**src/rtl/bit32_demux1to3_reg_if.sv**
```systemverilog
// Bus bundle for the registered 1-to-3 demux: one valid/ready source side,
// three valid/ready sink sides and the illegal-select pulse.
interface bit32_demux1to3_reg_if #(parameter int WIDTH = 32);
  logic             in_valid;
  logic             in_ready;
  logic [1:0]       in_sel;
  logic [WIDTH-1:0] in_data;
  logic             out_valid0, out_valid1, out_valid2;
  logic             out_ready0, out_ready1, out_ready2;
  logic [WIDTH-1:0] out_data0, out_data1, out_data2;
  logic             sel_err;

  modport master (
    output in_valid, in_sel, in_data, out_ready0, out_ready1, out_ready2,
    input  in_ready, out_valid0, out_valid1, out_valid2,
           out_data0, out_data1, out_data2, sel_err
  );

  modport slave (
    input  in_valid, in_sel, in_data, out_ready0, out_ready1, out_ready2,
    output in_ready, out_valid0, out_valid1, out_valid2,
           out_data0, out_data1, out_data2, sel_err
  );
endinterface

```
**src/rtl/bit32_demux1to3_reg.sv**
```systemverilog
// Registered 1-to-3 valid/ready demux with a one-entry output register per channel.
// Optional per-channel accept counters when DEMUX_CNT_EN is defined.
module bit32_demux1to3_reg_lane #(
  parameter int WIDTH = 32
`ifdef DEMUX_CNT_EN
  , parameter int CNT_W = 16
`endif
) (
  input  logic             clk,
  input  logic             rst_n,
  input  logic             acc,
  input  logic [WIDTH-1:0] din,
  input  logic             oready,
  output logic             ovalid,
  output logic [WIDTH-1:0] odata
`ifdef DEMUX_CNT_EN
  , output logic [CNT_W-1:0] cnt
`endif
);
  localparam logic [0:0] EMPTY = 1'b0;
  localparam logic [0:0] FULL  = 1'b1;

  logic [0:0] state;

  // Accept is only possible when empty or draining, so accept wins over drain.
  always_ff @(posedge clk or negedge rst_n) begin
    if (!rst_n) begin
      state <= EMPTY;
      odata <= '0;
    end else if (acc) begin
      state <= FULL;
      odata <= din;
    end else if (oready) begin
      state <= EMPTY;
    end
  end

  assign ovalid = (state == FULL);

`ifdef DEMUX_CNT_EN
  always_ff @(posedge clk or negedge rst_n) begin
    if (!rst_n)   cnt <= '0;
    else if (acc) cnt <= cnt + 1'b1;
  end
`endif
endmodule

module bit32_demux1to3_reg #(
  parameter int WIDTH = 32
`ifdef DEMUX_CNT_EN
  , parameter int CNT_W = 16
`endif
) (
  input  logic                   clk,
  input  logic                   rst_n,
  bit32_demux1to3_reg_if.slave   bus
`ifdef DEMUX_CNT_EN
  , output logic [CNT_W-1:0]     cnt0,
  output logic [CNT_W-1:0]       cnt1,
  output logic [CNT_W-1:0]       cnt2
`endif
);
  localparam int         NUM_LANES = 3;
  localparam logic [1:0] SEL_BAD   = 2'd3;

  logic [NUM_LANES-1:0]            ov, ordy, acc_ch;
  logic [NUM_LANES-1:0][WIDTH-1:0] od;
  logic                            rdy, acc;
`ifdef DEMUX_CNT_EN
  logic [NUM_LANES-1:0][CNT_W-1:0] cnt;
`endif

  assign ordy = {bus.out_ready2, bus.out_ready1, bus.out_ready0};

  // Illegal selects are always taken (and dropped) so the source never stalls on them.
  always_comb begin
    rdy = 1'b1;
    for (int k = 0; k < NUM_LANES; k++)
      if (bus.in_sel == 2'(k)) rdy = !ov[k] | ordy[k];
  end

  assign bus.in_ready = rdy;
  assign acc          = bus.in_valid & rdy;

  for (genvar g = 0; g < NUM_LANES; g++) begin : g_lane
    assign acc_ch[g] = acc & (bus.in_sel == 2'(g));
    bit32_demux1to3_reg_lane #(
      .WIDTH (WIDTH)
`ifdef DEMUX_CNT_EN
      , .CNT_W (CNT_W)
`endif
    ) u_lane (
      .clk    (clk),
      .rst_n  (rst_n),
      .acc    (acc_ch[g]),
      .din    (bus.in_data),
      .oready (ordy[g]),
      .ovalid (ov[g]),
      .odata  (od[g])
`ifdef DEMUX_CNT_EN
      , .cnt  (cnt[g])
`endif
    );
  end

  always_ff @(posedge clk or negedge rst_n) begin
    if (!rst_n) bus.sel_err <= 1'b0;
    else        bus.sel_err <= acc & (bus.in_sel == SEL_BAD);
  end

  assign bus.out_valid0 = ov[0];
  assign bus.out_valid1 = ov[1];
  assign bus.out_valid2 = ov[2];
  assign bus.out_data0  = od[0];
  assign bus.out_data1  = od[1];
  assign bus.out_data2  = od[2];
`ifdef DEMUX_CNT_EN
  assign cnt0 = cnt[0];
  assign cnt1 = cnt[1];
  assign cnt2 = cnt[2];
`endif
endmodule

```
**src/flat_wrapper.sv**
```systemverilog
// flat-port wrapper written by rule: the top's interface ports become plain ports
module bit32_demux1to3_reg_flat 
#(
  parameter int WIDTH = 32

)
  (clk, rst_n, bus_in_valid, bus_in_sel, bus_in_data, bus_out_ready0, bus_out_ready1, bus_out_ready2, bus_in_ready, bus_out_valid0, bus_out_valid1, bus_out_valid2, bus_out_data0, bus_out_data1, bus_out_data2, bus_sel_err);
  bit32_demux1to3_reg_if #(.WIDTH(WIDTH)) bus_i ();
  input  logic clk;
  input  logic rst_n;
  input wire logic [$bits(bus_i.in_valid)-1:0] bus_in_valid;
  input wire logic [$bits(bus_i.in_sel)-1:0] bus_in_sel;
  input wire logic [$bits(bus_i.in_data)-1:0] bus_in_data;
  input wire logic [$bits(bus_i.out_ready0)-1:0] bus_out_ready0;
  input wire logic [$bits(bus_i.out_ready1)-1:0] bus_out_ready1;
  input wire logic [$bits(bus_i.out_ready2)-1:0] bus_out_ready2;
  output wire logic [$bits(bus_i.in_ready)-1:0] bus_in_ready;
  output wire logic [$bits(bus_i.out_valid0)-1:0] bus_out_valid0;
  output wire logic [$bits(bus_i.out_valid1)-1:0] bus_out_valid1;
  output wire logic [$bits(bus_i.out_valid2)-1:0] bus_out_valid2;
  output wire logic [$bits(bus_i.out_data0)-1:0] bus_out_data0;
  output wire logic [$bits(bus_i.out_data1)-1:0] bus_out_data1;
  output wire logic [$bits(bus_i.out_data2)-1:0] bus_out_data2;
  output wire logic [$bits(bus_i.sel_err)-1:0] bus_sel_err;
  assign bus_i.in_valid = bus_in_valid;
  assign bus_i.in_sel = bus_in_sel;
  assign bus_i.in_data = bus_in_data;
  assign bus_i.out_ready0 = bus_out_ready0;
  assign bus_i.out_ready1 = bus_out_ready1;
  assign bus_i.out_ready2 = bus_out_ready2;
  assign bus_in_ready = bus_i.in_ready;
  assign bus_out_valid0 = bus_i.out_valid0;
  assign bus_out_valid1 = bus_i.out_valid1;
  assign bus_out_valid2 = bus_i.out_valid2;
  assign bus_out_data0 = bus_i.out_data0;
  assign bus_out_data1 = bus_i.out_data1;
  assign bus_out_data2 = bus_i.out_data2;
  assign bus_sel_err = bus_i.sel_err;
  bit32_demux1to3_reg #(.WIDTH(WIDTH)) u_core (.clk(clk), .rst_n(rst_n), .bus(bus_i));
endmodule
```
**config.mk**
```make
export PLATFORM = sky130hd
export DESIGN_NAME = bit32_demux1to3_reg_flat
export DESIGN_NICKNAME = d
export VERILOG_FILES = /design/src/rtl/bit32_demux1to3_reg_if.sv /design/src/rtl/bit32_demux1to3_reg.sv /design/src/flat_wrapper.sv
export SDC_FILE = /design/constraint.sdc
export NUM_CORES = 1
export LEC_CHECK = 0
export CAP_MARGIN = 15
export CORE_MARGIN = 10
export CORE_UTILIZATION = 45
export CTS_CLUSTER_DIAMETER = 30
export DETAILED_ROUTE_END_ITERATION = 7
export HOLD_SLACK_MARGIN = 0.08
export PLACE_DENSITY = 0.8
export SYNTH_ARGS = -nofsm -noshare
export SYNTH_HDL_FRONTEND = slang
export SYNTH_SLANG_ARGS = --single-unit
```
**constraint.sdc**
```tcl
create_clock -name clk -period 1.9 [get_ports clk]
set_input_delay 0.475 -clock clk [delete_from_list [all_inputs] [get_ports clk]]
set_output_delay 0.475 -clock clk [all_outputs]
set_load 0.02 [all_outputs]
```
# After elaboration in Yosys (flattened, before gate mapping)
# Cells that the tools add are included.
[word_totals] n_memories=0 out_inout_bits=101 latchBits=0 rom_bits=0 mem_bits_rw=0 reg_bits=100
[op_classes] magnitude_cmp=0 n_addsub=0 mux=9 n_eq_ne=3 div=0 n_shift=0 n_reduce_logical=7 mul=0 n_bitwise=8
[op_table] cell="1-bit 2-to-1 mux" count=9
[op_table] cell="2-bit nonzero test" count=3
[op_table] cell="1-bit AND" count=5
[op_table] cell="2-bit == test, second input constant" count=2
[op_table] cell="1-bit logical NOT" count=3
[op_table] cell="1-bit bitwise OR" count=3
[op_table] cell="2-bit by 1-bit == test with 1-bit output, second input constant" count=1
[op_table] cell="2-bit logical NOT" count=1

# Logic depth before layout (Yosys ltp)
# Gate-level depths: netlist of the first run.
[depth] depth_word=8 depth_mapped=5 ltp_nobuf=3

# Cells and area by module
# From an unflattened synthesis of the first run, not the netlist that was laid out.
[hier_totals] cells_unflattened=227 area_unflattened_um2=4252.8
[by_module_without_submodules] module="bit32_demux1to3_reg_lane" instances=3 cells_each=71 area_per_inst_um2=1377.6
[by_module_without_submodules] module="bit32_demux1to3_reg" instances=1 cells_each=14 area_per_inst_um2=120.1

# Least setup slack after synthesis of the first run
# OpenSTA, ideal clock, no wires.
[synth_path] kind="input to output" startpoint="in bus_out_ready0" endpoint="out bus_in_ready" arrival_ps=1158 required_time_ps=1425 cell_stages=3 slack_ps=267 path_cell_list="nand2b_1 o21ai_0 o21ai_0"
[synth_between] elab_chain_cells=4
[synth_rtl] element="start, declared" line_no="flat_wrapper.sv:14" rtl="input wire logic [$bits(bus_i.out_ready0)-1:0] bus_out_ready0;"
[synth_rtl] element="1-bit bitwise OR" line_no="bit32_demux1to3_reg.sv:79" rtl="if (bus.in_sel == 2'(k)) rdy = !ov[k] | ordy[k];"
[synth_rtl] element="1-bit 2-to-1 mux (3 in series)" line_no="bit32_demux1to3_reg.sv:79"
[synth_rtl] element="end, declared" line_no="flat_wrapper.sv:17" rtl="output wire logic [$bits(bus_i.in_ready)-1:0] bus_in_ready;"
# Every way passes these cells.

# Final worst setup path of the first run
[layout_path] startpoint="reg u_core.g_lane[1].u_lane.odata[30]" endpoint="out bus_out_data1[30]"
[layout_rtl] element="start, declared" line_no="bit32_demux1to3_reg.sv:15" rtl="output logic [WIDTH-1:0] odata"
[layout_rtl] element="start signal, assigned" line_no="bit32_demux1to3_reg.sv:32" rtl="odata <= din;"
[layout_rtl] element="end, declared" line_no="flat_wrapper.sv:22" rtl="output wire logic [$bits(bus_i.out_data1)-1:0] bus_out_data1;"
# No word-level cell between the ends.

==> results of run 1 <==
-- how the worst min path moves through the flow --
| stage | end | cells past startpoint |
|---|---|---|
| after floorplan | u_core.bus.sel_err | 0 |
| after global placement | u_core.g_lane[2].u_lane.odata[5] | 1 |
| after detailed placement | u_core.g_lane[2].u_lane.odata[8] | 2 |
| after CTS | u_core.g_lane[2].u_lane.odata[8] | 2 |
| after global routing | u_core.g_lane[2].u_lane.odata[8] | 2 |
| final | u_core.g_lane[2].u_lane.odata[8] | 2 |
-- cell families after synthesis --
group	share of synthesized area [%]
buf+inv	3.51
flops	63.3
simple gates	2.60
mux	30.2
compound gates	0.380
-- through the flow --
step | hold slack (ps) | util, %
global route | 82.2 | 67.0
global placement | 469 | 64.3
detailed placement | 484 | 64.3
floorplan | 179 | -
finish | 77.5 | 67.0
CTS | 84.1 | 66.8
-- where the power goes --
part,switching (mW),total (mW),internal (mW)
clock,0.761,1.38,0.616
sequential,0.241,2.80,2.56
combinational,1.03,2.27,1.24
-- timing repair --
action                                 CTS  global route
buffers inserted                         0             1
resized for setup                       16             5
gates cloned                             0             0
pin swaps                                2             0
setup endpoints to repair                1             5
endpoints found under the hold margin    0             0
-- sequential cells by signal, summed over array words and instances, names as in the netlist --
register	cells
u_core.g_lane.u_lane.odata	96
u_core.g_lane.u_lane.ovalid	3
u_core.bus.sel_err	1
-- layout make-up --
type,instances,area share [%]
clock buffer,9,2.14
timing repair buffer,155,27.9
clock inverter,7,1.32
tap,108,2.33
multi-input combinational,113,23.0
sequential,100,43.2
-- cell usage in the layout (no fill, tap or decap), types with 2 or more instances in the layout --
| cell | count |
|---|---|
| clkdlybuf4s50_1 | 130 |
| dfrtp_1 | 100 |
| mux2_2 | 64 |
| mux2_4 | 30 |
| clkbuf_8 | 9 |
| buf_4 | 9 |
| buf_12 | 8 |
| dlymetal6s2s_1 | 5 |
| nand2_1 | 4 |
| dlygate4sd2_1 | 3 |
| nand2b_4 | 2 |
| o21ai_2 | 2 |
| mux2_1 | 2 |
| clkinvlp_4 | 2 |
| clkinv_4 | 2 |
-- per-layer routing --
| layer | up-vias | routed length [µm] | GRT usage (%) |
|---|---|---|---|
| met5 | - | 0 | 0 |
| met4 | 0 | 110 | 4.82 |
| met3 | 9 | 1020 | 7.72 |
| met2 | 80 | 4870 | 24.6 |
| li1 | 1091 | - | - |
| met1 | 1214 | 3730 | 16.5 |
==> qor.txt, run 1 <==
Synth top cells by count -> 100 x dfrtp_1, 64 x mux2_2, 30 x mux2_4
Die span in x -> 114 µm
Largest fanout on the critical path -> 2
Post-Layout Cell Count -> 492
Starting Density -> 45.8%
Area Growth Syn to Fin -> 46.5%
Initial antenna violation count -> 0
Vias in the first global route -> 2,729
Initial DRC count -> 74
# IOs -> 141
Cells after synthesis -> 223
Critical path class -> reg2out
Post-route setup TNS -> 0 ps
Hold Vio Cnt, Final -> 0
Via count -> 2,394
Worst setup EP type -> primary output
Insertion delay to the later sink of the worst-skew pair -> 360 ps
CP top delay family -> buffers and inverters
Final max-slew violation count -> 0
Critical path destination -> bus_out_data1[30]
Setup-failing EPs final -> 0
Slowest stage delay, CP -> 630 ps
Average routed wire per standard cell -> 19.8 µm
Final nets -> 419
CTS tree -> yes
Antenna viol nets, final -> 0
Number of synthesized flops with an enable pin -> 0
Leakage Power -> 2.55 nW
CP Launch Point -> u_core.g_lane[1].u_lane.odata[30]
Maximum number of pins on one net before global-route repair -> 56
Yosys reg bits -> 100
Leading area contributor after synthesis -> dfrtp_1
Peak supply drop -> 0.516 mV
Data arrival, critical path -> 1360 ps
Share of layout cells above drive strength 1 -> 35.7%
Sequential cell area -> 2500 µm²
Slew Limit Headroom -> 80.4%
# port buffers -> 140
RSZ-0062 raised after global routing -> false
Power Total -> 6.45 mW
TritonRoute pass-1 iters -> 4
Slowest cell on crit path -> clkdlybuf4s50_1
Max Root-Sink Buffers -> 2
Synth Area per Inst -> 17.7 µm²
Vias per cell -> 4.87
Syn nets -> 263
Setup WS pre-CTS -> -629 ps
Outcome -> complete, no violations
DR DRC count -> 0
Worst setup margin -> 62.2 ps
Tmin final -> 1840 ps
CP Depth -> 1
Syn Std Cell Area -> 3950 µm²
Num CTS Buffers -> 9
Global-route wire length before repair -> 15,300 µm
Buf/Inv on CP -> 1
Cell Area, Placed -> 5550 µm²
FFs w/ async S/R, synth -> 100%
Seq/Total Area, Yosys -> 63.3%
Routed wire length -> 9720 µm
Fin Clk Skew -> 11.1 ps
Core Rows -> 34
Netlist cell types -> 17
Die Y -> 114 µm
Worst reg2reg setup slack -> 310 ps
Clock Tree Root -> clkbuf_8
Max-cap violations -> 0
Multi-input gate area -> 1330 µm²
Power Dens Cells -> 1110 nW/µm²
RePlAce Congestion -> 0.691
R2R depth -> 6
Share of Yosys cell area claimed by the top area cell type -> 63.3%
Post-DP HPWL -> 7310 µm
Number of fill cells -> 621
Clock Pin Slew Worst Setup and Hold Paths -> 100 ps
GRT Overall Usage -> 15.0%
Final instance area -> 5790 µm²
Top_reg_cell synth -> dfrtp_1
Antenna Cells -> 0
HP Class -> in2async
CP Cell Sequence -> clkdlybuf4s50_1
Grt total ovfl -> 0
Hold buffer count at CTS -> 0
Clk sinks -> 100
Crit Reg-Reg Startpoint -> u_core.g_lane[1].u_lane.ovalid
H-tree Lvls -> 3
DIE AREA -> 12,900 µm²
Synth area leaders -> dfrtp_1 63%, mux2_2 18%, mux2_4 11%
Tightest Pin Transition -> 293 ps
Core region area -> 8640 µm²
Worst R2R End -> u_core.g_lane[1].u_lane.odata[16]
Worst setup SP type -> register
Worst path required time -> 1420 ps
Placed cell count -> 475
Max Clk Rate -> 544 MHz
Most numerous cell in the Yosys netlist -> dfrtp_1
Final period util -> 96.7%
Synth warn -> 0
Power figures use the tool's default switching activity.
==> run 2, diff against run 1 <==
Settings changed: CELL_PAD_IN_SITES_DETAIL_PLACEMENT set to 0, CELL_PAD_IN_SITES_GLOBAL_PLACEMENT set to 1, CORE_UTILIZATION 45 to 36, PLACE_DENSITY 0.8 to unset, PLACE_DENSITY_LB_ADDON set to 0.1.
==> qor.txt, run 2 (synthesis results as in run 1) <==
Slowest stage delay, CP -> 640 ps
Post-Layout Cell Count -> 523
GRT Overall Usage -> 12.5%
Largest fanout on the critical path -> 2
Hold Vio Cnt, Final -> 0
Max-cap violations -> 0
Placed cell count -> 506
CP top delay family -> buffers and inverters
Int Power -> 4.32 mW
Switching Power -> 1.99 mW
# port buffers -> 140
Final max-slew violation count -> 0
Final period util -> 96.3%
Number of fill cells -> 951
Power Dens Cells -> 1090 nW/µm²
TritonRoute pass-1 iters -> 3
Starting Density -> 36.6%
Slowest cell on crit path -> clkdlybuf4s50_1
Post-CTS Setup Repair Bufs -> 0
RePlAce Congestion -> 0.701
Worst path required time -> 1420 ps
Final nets -> 418
Routed wire length -> 9720 µm
Vias per cell -> 4.57
Data arrival, critical path -> 1350 ps
Multi-input gate area -> 1330 µm²
Antenna viol nets, final -> 0
Leakage Power -> 2.53 nW
Clock Pin Slew Worst Setup and Hold Paths -> 100 ps
Buf/Inv on CP -> 1
Die Y -> 125 µm
Worst setup EP type -> primary output
Sw frac -> 31.5%
# IOs -> 141
Clk sinks -> 100
Insertion delay to the later sink of the worst-skew pair -> 350 ps
Maximum number of pins on one net before global-route repair -> 51
Top reg by flops -> u_core.g_lane.u_lane.odata
Logic pwr share -> 35.7%
Tightest Pin Transition -> 356 ps
Core Rows -> 38
Clock Power Share -> 20.2%
Grt total ovfl -> 0
CP Cell Sequence -> clkdlybuf4s50_1
Average routed wire per standard cell -> 18.6 µm
Area Growth Syn to Fin -> 46.5%
DR DRC count -> 0
Clock Tree Root -> clkbuf_8
Max FFs per register -> 96
Sequential power share -> 44.1%
CTS tree -> yes
Commonest non-fill, non-tap cell in the layout -> clkdlybuf4s50_1
Vias in the first global route -> 2,660
Power Total -> 6.32 mW
Worst setup SP type -> register
Sequential cell area -> 2500 µm²
Core region area -> 10,800 µm²
HP Class -> in2reg
Worst reg2reg setup slack -> 380 ps
Initial antenna violation count -> 0
Critical path class -> reg2out
Outcome -> complete, no violations
Initial DRC count -> 108
H-tree Lvls -> 3
Most frequent cells in the layout -> 129 x clkdlybuf4s50_1, 100 x dfrtp_1, 64 x mux2_2
Fin Clk Skew -> 13.5 ps
Share of layout cells above drive strength 1 -> 35.0%
Num CTS Buffers -> 9
RSZ-0062 raised after global routing -> false
Max Clk Rate -> 547 MHz
Max Root-Sink Buffers -> 2
Setup-failing EPs final -> 0
Global-route wire length before repair -> 15,700 µm
Die span in x -> 125 µm
Antenna Cells -> 0
DIE AREA -> 15,600 µm²
Peak supply drop -> 0.527 mV
Post-DP HPWL -> 7180 µm
Slew Limit Headroom -> 76.3%
Via count -> 2,390
Tmin final -> 1830 ps
-- run 2: worst paths after layout --
check	startpoint	endpoint	depth (start not counted)
setup reg to reg	u_core.g_lane[2].u_lane.ovalid	u_core.g_lane[2].u_lane.odata[21]	4
setup / recovery	u_core.g_lane[1].u_lane.odata[2]	bus_out_data1[2]	1
hold / removal	bus_out_ready1	u_core.g_lane[1].u_lane.ovalid	4
hold reg to reg	u_core.g_lane[2].u_lane.odata[5]	u_core.g_lane[2].u_lane.odata[5]	1
min in group asynchronous	rst_n	u_core.g_lane[1].u_lane.odata[15]	2
max in group asynchronous	rst_n	u_core.g_lane[0].u_lane.odata[30]	3
-- run 2: per-stage QoR --
step / cell area [µm²] / TNS [ps] / utilization, % / hold WS, ps / setup WS, ps
final: 5790 / 0 / 53.6 / 497 / 70.5
after global routing: 5790 / 0 / 53.6 / 510 / 0.262
after CTS: 5770 / 0 / 53.4 / 508 / 17.5
after detailed placement: 5570 / -15660 / 51.6 / 411 / -570
after global placement: 5570 / -13310 / 51.6 / 408 / -558
after floorplan: 3950 / 0 / - / 179 / 267
-- run 2: repair_timing --
item,in CTS,in global routing
resized for setup,13,8
pin swaps,2,1
setup endpoints to repair,1,4
hold endpoints to repair,22,0
hold buffers,1,0
-- run 2: per-layer routing --
layer / part of all wire (%) / global-route usage, %
met4: 1.2 / 3.43
met5: 0 / 0
met1: 40 / 14.5
met3: 9.1 / 6.00
met2: 49 / 20.2
-- run 2: final cells by class --
class / instances / share of cell area [%]
clock inverter: 6 / 0.778
timing repair buffer: 154 / 27.6
clock buffer: 10 / 2.38
tap: 140 / 3.03
multi-input combinational: 113 / 23.0
sequential: 100 / 43.2
-- run 2: power by group through the flow --
stage          registers, mW  logic (mW)  clock network, mW
3_3_place_gp            2.82        2.29                  0
4_1_cts                 2.79        2.31               1.33
2_1_floorplan           3.36       0.535                  0
3_5_place_dp            2.83        2.30                  0
5_1_grt                 2.85        2.39               1.43
6_report                2.79        2.25               1.28
